## config.mk

```make
export PLATFORM = sky130hd
export DESIGN_NAME = game_sequencer
export DESIGN_NICKNAME = d
export VERILOG_FILES = /design/src/rtl/game_sequencer.sv
export SDC_FILE = /design/constraint.sdc
export NUM_CORES = 1
export LEC_CHECK = 0
export BUFFER_PORTS_ARGS = -buffer_cell sky130_fd_sc_hd__buf_2
export CELL_PAD_IN_SITES_DETAIL_PLACEMENT = 0
export CELL_PAD_IN_SITES_GLOBAL_PLACEMENT = 1
export CORE_MARGIN = 2
export CORE_UTILIZATION = 37
export CTS_CLUSTER_DIAMETER = 50
export DETAILED_ROUTE_END_ITERATION = 12
export GPL_TIMING_DRIVEN = 0
export PLACE_DENSITY = 0.75
export SKIP_LAST_GASP = 1
export SYNTH_ARGS = -nofsm -noshare
export SYNTH_HDL_FRONTEND = slang
export SYNTH_SLANG_ARGS = --single-unit
```

## constraint.sdc

```tcl
create_clock -name iVGA_CLK -period 2.65 [get_ports iVGA_CLK]
set_input_delay 0.1325 -clock iVGA_CLK [delete_from_list [all_inputs] [get_ports iVGA_CLK]]
set_output_delay 0.1325 -clock iVGA_CLK [all_outputs]
set_load 0.03 [all_outputs]
```

## src/rtl/game_sequencer.sv

```systemverilog
// ---------------------------------------------------------------------------
// game_sequencer
//
// Top-level game flow controller for a small shooter running on the VGA
// pixel clock.
//
// The FSM walks through these states:
//   IDLE -> PLAY -> (PAUSED <-> PLAY) -> WIN / LOSE -> IDLE
//
// While the game is in PLAY, two free-running dividers produce one-cycle
// motion strobes:
//   - move_tick for the ship
//   - bullet_tick for the bullets
// A cooldown, counted in bullet ticks, rate-limits fire_pulse.
//
// Every output is registered. The FSM state is exported directly on `state`
// so that external checkers can follow it. Strobe outputs are
// single-cycle enables with no handshake: a consumer samples them on the
// clock edge where they are high. Nothing is held or retried.
//
// Ports
//   iVGA_CLK           in   clock; all state changes happen on its rising edge
//   rst                in   asynchronous, active-high reset
//   move_left/right    in   raw button levels for ship direction
//   fire, pause        in   raw button levels; only their rising edges act
//   remaining_enemies  in   live enemy count; 0 means the field is cleared
//   ship_hit           in   level; the ship was hit
//   state              out  IDLE=0, PLAY=1, PAUSED=2, WIN=3, LOSE=4
//   move_tick          out  one-cycle ship-motion enable
//   bullet_tick        out  one-cycle bullet-motion enable
//   fire_pulse         out  one-cycle bullet-spawn request
//   move_l_en/r_en     out  qualified direction, valid only with move_tick
//   clear_field        out  one-cycle reinitialise request on game start
//   win, lose          out  levels, high while in WIN / LOSE
// ---------------------------------------------------------------------------
module game_sequencer #(
  parameter int MOVE_DIV      = 1000000,
  parameter int BULLET_DIV    = 100000,
  parameter int FIRE_COOLDOWN = 8
) (
  input  logic       iVGA_CLK,
  input  logic       rst,
  input  logic       move_left,
  input  logic       move_right,
  input  logic       fire,
  input  logic       pause,
  input  logic [3:0] remaining_enemies,
  input  logic       ship_hit,
  output logic [2:0] state,
  output logic       move_tick,
  output logic       bullet_tick,
  output logic       fire_pulse,
  output logic       move_l_en,
  output logic       move_r_en,
  output logic       clear_field,
  output logic       win,
  output logic       lose
);

  localparam int MW = (MOVE_DIV > 1) ? $clog2(MOVE_DIV) : 1;
  localparam int BW = (BULLET_DIV > 1) ? $clog2(BULLET_DIV) : 1;
  localparam int CW = (FIRE_COOLDOWN > 0) ? $clog2(FIRE_COOLDOWN + 1) : 1;

  localparam logic [MW-1:0] MOVE_LAST   = MW'(MOVE_DIV - 1);
  localparam logic [BW-1:0] BULLET_LAST = BW'(BULLET_DIV - 1);
  localparam logic [CW-1:0] COOL_LOAD   = CW'(FIRE_COOLDOWN);

  typedef enum logic [2:0] {
    S_IDLE   = 3'd0,
    S_PLAY   = 3'd1,
    S_PAUSED = 3'd2,
    S_WIN    = 3'd3,
    S_LOSE   = 3'd4
  } state_t;

  state_t        state_q, state_d;
  logic          fire_q, pause_q;
  logic [MW-1:0] move_cnt_q, move_cnt_d;
  logic [BW-1:0] bullet_cnt_q, bullet_cnt_d;
  logic [CW-1:0] cool_q, cool_d;

  logic move_tick_q, move_tick_d;
  logic bullet_tick_q, bullet_tick_d;
  logic fire_pulse_q, fire_pulse_d;
  logic move_l_en_q, move_l_en_d;
  logic move_r_en_q, move_r_en_d;
  logic clear_field_q, clear_field_d;
  logic win_q, win_d;
  logic lose_q, lose_d;

  logic rise_fire, rise_pause;
  logic move_wrap, bullet_wrap;

  assign rise_fire  = fire & ~fire_q;
  assign rise_pause = pause & ~pause_q;
  assign move_wrap   = (move_cnt_q == MOVE_LAST);
  assign bullet_wrap = (bullet_cnt_q == BULLET_LAST);

  always_comb begin
    state_d       = state_q;
    move_cnt_d    = move_cnt_q;
    bullet_cnt_d  = bullet_cnt_q;
    cool_d        = cool_q;
    move_tick_d   = 1'b0;
    bullet_tick_d = 1'b0;
    fire_pulse_d  = 1'b0;
    move_l_en_d   = 1'b0;
    move_r_en_d   = 1'b0;
    clear_field_d = 1'b0;

    case (state_q)
      S_IDLE: begin
        move_cnt_d   = '0;
        bullet_cnt_d = '0;
        cool_d       = '0;
        // The starting fire edge only launches the game; it never spawns a bullet.
        if (rise_fire) begin
          state_d       = S_PLAY;
          clear_field_d = 1'b1;
        end
      end

      S_PLAY: begin
        // Priority order: pause, then lose, then win.
        // Counters only advance, and strobes only fire, on cycles that stay
        // in PLAY. This keeps every tick and pulse inside the PLAY window.
        if (rise_pause) begin
          state_d = S_PAUSED;
          cool_d  = '0;
        end else if (ship_hit) begin
          state_d      = S_LOSE;
          move_cnt_d   = '0;
          bullet_cnt_d = '0;
          cool_d       = '0;
        end else if (remaining_enemies == 4'd0) begin
          state_d      = S_WIN;
          move_cnt_d   = '0;
          bullet_cnt_d = '0;
          cool_d       = '0;
        end else begin
          move_cnt_d    = move_wrap ? '0 : move_cnt_q + 1'b1;
          bullet_cnt_d  = bullet_wrap ? '0 : bullet_cnt_q + 1'b1;
          move_tick_d   = move_wrap;
          bullet_tick_d = bullet_wrap;
          move_l_en_d   = move_wrap & move_left & ~move_right;
          move_r_en_d   = move_wrap & move_right & ~move_left;
          // A rejected edge is simply dropped. A reload beats a decrement
          // that lands in the same cycle.
          if (rise_fire && (cool_q == '0)) begin
            fire_pulse_d = 1'b1;
            cool_d       = COOL_LOAD;
          end else if (bullet_wrap && (cool_q != '0)) begin
            cool_d = cool_q - 1'b1;
          end
        end
      end

      S_PAUSED: begin
        // Counters hold so that motion resumes at the same phase.
        if (rise_pause) begin
          state_d = S_PLAY;
        end
      end

      S_WIN, S_LOSE: begin
        move_cnt_d   = '0;
        bullet_cnt_d = '0;
        cool_d       = '0;
        if (rise_fire) begin
          state_d = S_IDLE;
        end
      end

      default: begin
        state_d      = S_IDLE;
        move_cnt_d   = '0;
        bullet_cnt_d = '0;
        cool_d       = '0;
      end
    endcase

    win_d  = (state_d == S_WIN);
    lose_d = (state_d == S_LOSE);
  end

  // The edge-detect registers reset high, so a button that is held through
  // reset release does not register as a fresh press.
  always_ff @(posedge iVGA_CLK or posedge rst) begin
    if (rst) begin
      state_q       <= S_IDLE;
      fire_q        <= 1'b1;
      pause_q       <= 1'b1;
      move_cnt_q    <= '0;
      bullet_cnt_q  <= '0;
      cool_q        <= '0;
      move_tick_q   <= 1'b0;
      bullet_tick_q <= 1'b0;
      fire_pulse_q  <= 1'b0;
      move_l_en_q   <= 1'b0;
      move_r_en_q   <= 1'b0;
      clear_field_q <= 1'b0;
      win_q         <= 1'b0;
      lose_q        <= 1'b0;
    end else begin
      state_q       <= state_d;
      fire_q        <= fire;
      pause_q       <= pause;
      move_cnt_q    <= move_cnt_d;
      bullet_cnt_q  <= bullet_cnt_d;
      cool_q        <= cool_d;
      move_tick_q   <= move_tick_d;
      bullet_tick_q <= bullet_tick_d;
      fire_pulse_q  <= fire_pulse_d;
      move_l_en_q   <= move_l_en_d;
      move_r_en_q   <= move_r_en_d;
      clear_field_q <= clear_field_d;
      win_q         <= win_d;
      lose_q        <= lose_d;
    end
  end

  assign state       = state_q;
  assign move_tick   = move_tick_q;
  assign bullet_tick = bullet_tick_q;
  assign fire_pulse  = fire_pulse_q;
  assign move_l_en   = move_l_en_q;
  assign move_r_en   = move_r_en_q;
  assign clear_field = clear_field_q;
  assign win         = win_q;
  assign lose        = lose_q;

endmodule
```

; After elaboration in Yosys (flattened, before gate mapping)
; Index checks and enable logic that the tools add are counted.
[word_totals]
word_cells = 93
out_inout_bits = 11
reg_bits = 54
in_bits = 11
[op_classes]
reduce_logical = 9
eq_ne = 10
bitwise_logic = 11
add_sub_neg = 3
n_mux = 46
[op_table]
columns = operator, count
row1 = $mux 20, 4
row2 = $mux 17, 4
row3 = $pmux 20 s2, 1
row4 = $pmux 17 s2, 1
row5 = $mux 1, 23
row6 = $add 20x1->20 const B, 1
row7 = $eq 20x20->1 const B, 1
row8 = $mux 4, 5
row9 = $mux 3, 6
row10 = $add 17x1->17 const B, 1
row11 = $eq 17x17->1 const B, 1
row12 = $pmux 3 s4, 1
row13 = $eq 3x2->1 const B, 3
row14 = $logic_not 4->1, 2
row15 = $pmux 4 s2, 1
row16 = $and 1x1->1, 6
row17 = $eq 3x3->1 const B, 2
row18 = $ne 6x6->1 const B, 1
row19 = $not 1->1, 5
row20 = $reduce_and 2->1, 2
row21 = $reduce_bool 4->1, 1
row22 = $sub 4x1->4 const B, 1
row23 = $eq 3x1->1 const B, 1
row24 = $logic_not 3->1, 1
row25 = other kinds (3), 4

; Longest topological paths before layout
[logic_depth]
depth_word = 8
depth_mapped = 8
ltp_nobuf = 7

; Worst setup path after synthesis
; Ideal clock, no wire load.
[synth_timing]
path_type = reg2reg
start = register state_q[0], in the netlist state[0]
end = register bullet_cnt_q[12]
stages_incl_launch_ff = 9
required_ns = 2.522
setup_ns = 0.128
path_buffers = 3
period_less_slack_ns = 1.995
arrival_ns = 1.866
setup_slack_ns = 0.655
path_cell_list = dfrtp_1 buf_2 nor4bb_1 o21ba_2 clkbuf_1 buf_2 nor3_1 xnor2_1 nor2_1
[synth_via]
elab_chain_len = 3
elab_cells_between_ends = 6
classes_between = eq/ne: 3 / mux: 1 / bitwise: 1 / reduce/logical: 1
[synth_lines]
columns = element, line_no
row1 = from (decl), 76  ; state_t state_q, state_d;
row2 = from (signal assigned), 205  ; state_q <= state_d;
row3 = $eq 3x1->1 or $eq 3x2->1 (tied branches), 111  ; case (state_q)
row4 = $ne 2x2->1 (no line) or $not 1->1 (tied branches), -
row5 = $reduce_and 2->1 (no line), -
row6 = to (signal assigned), 209  ; bullet_cnt_q <= bullet_cnt_d;
row7 = to (decl), 79  ; logic [BW-1:0] bullet_cnt_q, bullet_cnt_d;
; Several ways; a longest one is shown, not always the timed one.
; A chain may end at the register's enable or synchronous reset.

; Final worst setup path
[layout_timing]
start = register bullet_cnt_q[0]
end = register bullet_cnt_q[12]
[layout_via]
elab_chain_len = 6
elab_cells_between_ends = 7
classes_between = add/sub: 1 / eq/ne: 1 / mux: 5
[layout_lines]
columns = element, line_no
row1 = $add 17x1->17 or $eq 17x17->1 (tied branches), "142, 97"
row2 = $mux 17 (*), 142  ; bullet_cnt_d = bullet_wrap ? '0 : bullet_cnt_q + 1'b1;
row3 = $mux 17 (*), 135  ; end else if (remaining_enemies == 4'd0) begin
row4 = $mux 17 (*), 130  ; end else if (ship_hit) begin
row5 = $mux 17 (*), 127  ; if (rise_pause) begin
row6 = $pmux 17 s2 (*), 111
; Every way passes the cells marked *; elsewhere a longest branch is shown, timed or not. The select of a mux whose other input is x is not followed.

==> impl_metrics.toml <==
[place]
io_buffers = 21
placed_cells = 434
globalplace.congestion = 0.798
dp_hpwl_um = 4680

[routing]
dr.pass1.iters = 4
drt-vias-per-instance = 5.39
drc = 0
drt_wl_total_um = 6630
wl_per_cell_um = 14.8
drt_iter0_drc = 174
ant_nets = 0
num_vias = 2408

[min_path]
holdCritStartpoint = "ship_hit"
holdCritPathClass = "in2reg"
min_path_cells = 4
hold_path_end = "state[1]$_DFF_PP0_"

[synthesis]
ys_top_cells_by_area = "dfrtp_1 (45%), nand2_1 (5.0%), nor2_1 (3.8%), o21ai_0 (3.5%), a31oi_1 (3.3%)"
syn_avg_cell_area_um2 = 9.29
synth_top_family_by_area = "simple AND/OR/NAND/NOR gates"
synth_common_cells = "dfrtp_1 (52), nand2_1 (38), nor2_1 (29), o21ai_0 (20), a31oi_1 (15)"
ys_async_sr_fraction = 1.00
seq_area_frac_synth = 0.470
syn_nets = 324
synthXorXnorAreaFrac = 0.0365
synth_top_area_cell = "dfrtp_1"
synthFlopType = "dfrtp_1"
yosys.cell_types.count = 54
synth.most_common_cell = "dfrtp_1"
synth_compound_area_frac = 0.143
synth-edff-count = 0
muxShareOfSynthArea = 0.00348
synthAdderAreaFrac = 0.0130
synthCells = 310
ys_ff_latch = 54
yosysTopAreaCellShare = 0.452
synthSimpleGateAreaFrac = 0.302
yosys_warnings = 0
synth.cell_area_mm2 = 0.00288

[critical_path]
rr_startpoint = "bullet_cnt_q[0]$_DFFE_PP0P_"
cp_max_fo = 10
arrival_ns = 2.56
regToRegSetupSlack_ns = 0.33
worstSetupEndpointType = "flop"
path_class = "reg2reg"
critPathLaunchType = "flop"
cp.required_ns = 2.89
r2r-end = "bullet_cnt_q[12]$_DFFE_PP0P_"
worstRegToRegCells = 7

[power]
p_total_w = 0.00220
power_density_mw_per_mm2 = 668
vdd_drop_max_mv = 0.256
leakagePower_nw = 1.36

[floorplanning]
num_rows = 32
coreArea_mm2 = 0.00765
start_util = 0.376
dieWidth_um = 92.2
die_area_mm2 = 0.00850
dieHeight_um = 92.2
io_pins = 22

[clocking]
cts-resized-gates = 0
cts_tree = "built"
clock_latency_ns = 0.31
cts.path.max_buffers = 2
numCtsBuffers = 5
cts_num_sinks = 54
path_clk_slew_ns = 0.11
cts_max_level = 2
root_buffer = "clkbuf_8"
cts_post_setup_buffers_inserted = 0

[cells_and_area]
antenna-diode-count = 0
drive_gt1_frac = 0.145
nNetsFinal = 358
final_cell_count_no_fill = 447
area_growth_pct = 14.3

[grt]
grt-ovfl-total = 0
grt_pass1_vias = 2367
grt_util_all_layers = 0.164
grt_busiest_layer = "met2"
grt_max_degree = 39
gr-usage-met2 = 0.262
met1_usage = 0.229
antenna_found_initial = 0
grt_first_pass_wirelength_um = 11300
grt_use_met3 = 0.0271

[sta]
final_hold_viol_count = 0
period_needed_ns = 2.32
holdWs_ns = 0.244
rsz0062_at_grt = "no"
fin_crit_sh = 0.876
setup_tns_ns = 0
setup_viol = 0
max_freq_ghz = 0.431
worst_pin_slew_ns = 0.716
final.setup_skew_ns = 0.0134
slew_violations = 0
max-slew-margin-rel = 0.522

[status]
status = "finished clean"

[flow_run]
maxCapViolCount = 0
## stage by stage
step / worst slack (ns) / utilization / area (um^2)
2_1_floorplan: 0.655 / - / 2880
3_3_place_gp: 0.419 / 0.407 / 3110
3_5_place_dp: 0.371 / 0.410 / 3130
4_1_cts: 0.366 / 0.430 / 3290
5_1_grt: 0.164 / 0.430 / 3290
6_report: 0.329 / 0.430 / 3290
## critical path, stage by stage (launching register included)
cell and delay, ns:
dfrtp_1 0.44, ha_1 0.26, and4_1 0.27, and4_1 0.21, buf_2 0.18, nor2_1 0.51
nor2_1 0.23, nor2_1 0.15
## routing by layer
layer,vias to the layer above,share of wire
met1,1165,0.49
met2,37,0.47
met3,5,0.034
met4,0,0.011
met5,-,0
li1,1201,-
## flip-flops by register name (all words and copies together) (netlist names)
name / count
clear_field: 1
cool_q: 4
bullet_tick: 1
win: 1
bullet_cnt_q: 17
move_cnt_q: 20
move_tick: 1
pause_q: 1
state: 3
fire_pulse: 1
lose: 1
move_r_en: 1
move_l_en: 1
fire_q: 1
## how the worst max path moves through the flow
stage / from / to / slack [ns]
CTS: bullet_cnt_q[0]$_DFFE_PP0P_ / bullet_cnt_q[7]$_DFFE_PP0P_ / 0.37
floorplan: state[0]$_DFF_PP0_ / bullet_cnt_q[12]$_DFFE_PP0P_ / 0.66
finish: bullet_cnt_q[0]$_DFFE_PP0P_ / bullet_cnt_q[12]$_DFFE_PP0P_ / 0.33
detailed placement: bullet_cnt_q[0]$_DFFE_PP0P_ / bullet_cnt_q[7]$_DFFE_PP0P_ / 0.37
global route: state[0]$_DFF_PP0_ / move_cnt_q[6]$_DFFE_PP0P_ / 0.16
global placement: state[1]$_DFF_PP0_ / move_cnt_q[10]$_DFFE_PP0P_ / 0.42
## area by class of cell
cell class,instances,area (um^2)
tap,102,128
clock inverter,3,40.0
sequential,54,1350
multi-input combinational,235,1430
fill,759,4360
buffer,13,62.6
timing repair buffer,27,175
inverter,8,30.0
clock buffer,5,68.8
## kinds of logic after synthesis
kind of cell | count (synthesis)
and+or+nand+nor | 156
AOI/OAI and AO/OA | 63
DFF | 54
buffers and inverters | 21
xor gates and xnor gates | 12
adders and majority gates | 3
muxes | 1
## where the power goes
| group | internal, W | switching [W] | leakage [nW] | total (W) |
|---|---|---|---|---|
| Sequential | 0.000874 | 0.0000376 | 0.742 | 0.000911 |
| Clock | 0.000279 | 0.000287 | 0.0579 | 0.000566 |
| Combinational | 0.000213 | 0.000508 | 0.563 | 0.000722 |
## placed cells by master, fill, tap and decap left out, types with 2 or more instances in the layout
| cell type | Yosys | routed |
|---|---|---|
| dfrtp_1 | 52 | 52 |
| nand2_1 | 38 | 38 |
| nor2_1 | 29 | 29 |
| buf_2 | 5 | 26 |
| o21ai_0 | 20 | 20 |
| a31oi_1 | 15 | 15 |
| nand3_1 | 14 | 14 |
| nor3_1 | 14 | 14 |
| nor4_1 | 9 | 9 |
| xnor2_1 | 8 | 8 |
| clkbuf_1 | 7 | 7 |
| nand4_1 | 7 | 7 |
| inv_1 | 8 | 7 |
| nand2b_1 | 6 | 6 |
| nor2b_1 | 5 | 5 |
| a21oi_1 | 5 | 5 |
| clkbuf_8 | 0 | 5 |
| dlygate4sd3_1 | 0 | 5 |
| and3_1 | 4 | 4 |
| and4_1 | 4 | 4 |
| xor2_1 | 4 | 4 |
| nor4bb_1 | 3 | 3 |
| o31ai_1 | 3 | 3 |
| a41oi_1 | 3 | 3 |
| a32o_1 | 3 | 3 |
| a211oi_1 | 3 | 3 |
| and2_1 | 3 | 3 |
| nor3b_1 | 3 | 3 |
| ha_1 | 3 | 3 |
| or4_1 | 2 | 2 |
| nor4b_1 | 2 | 2 |
| o21bai_1 | 2 | 2 |
| a21o_1 | 2 | 2 |
| clkinv_2 | 0 | 2 |
| dfstp_2 | 2 | 2 |
## what timing repair did
item | in CTS | in global routing
setup endpoints to repair | 0 | 0
hold buffers | 5 | 0
hold endpoints to repair | 20 | 0
No activity file was read; power rests on OpenSTA's default activity.
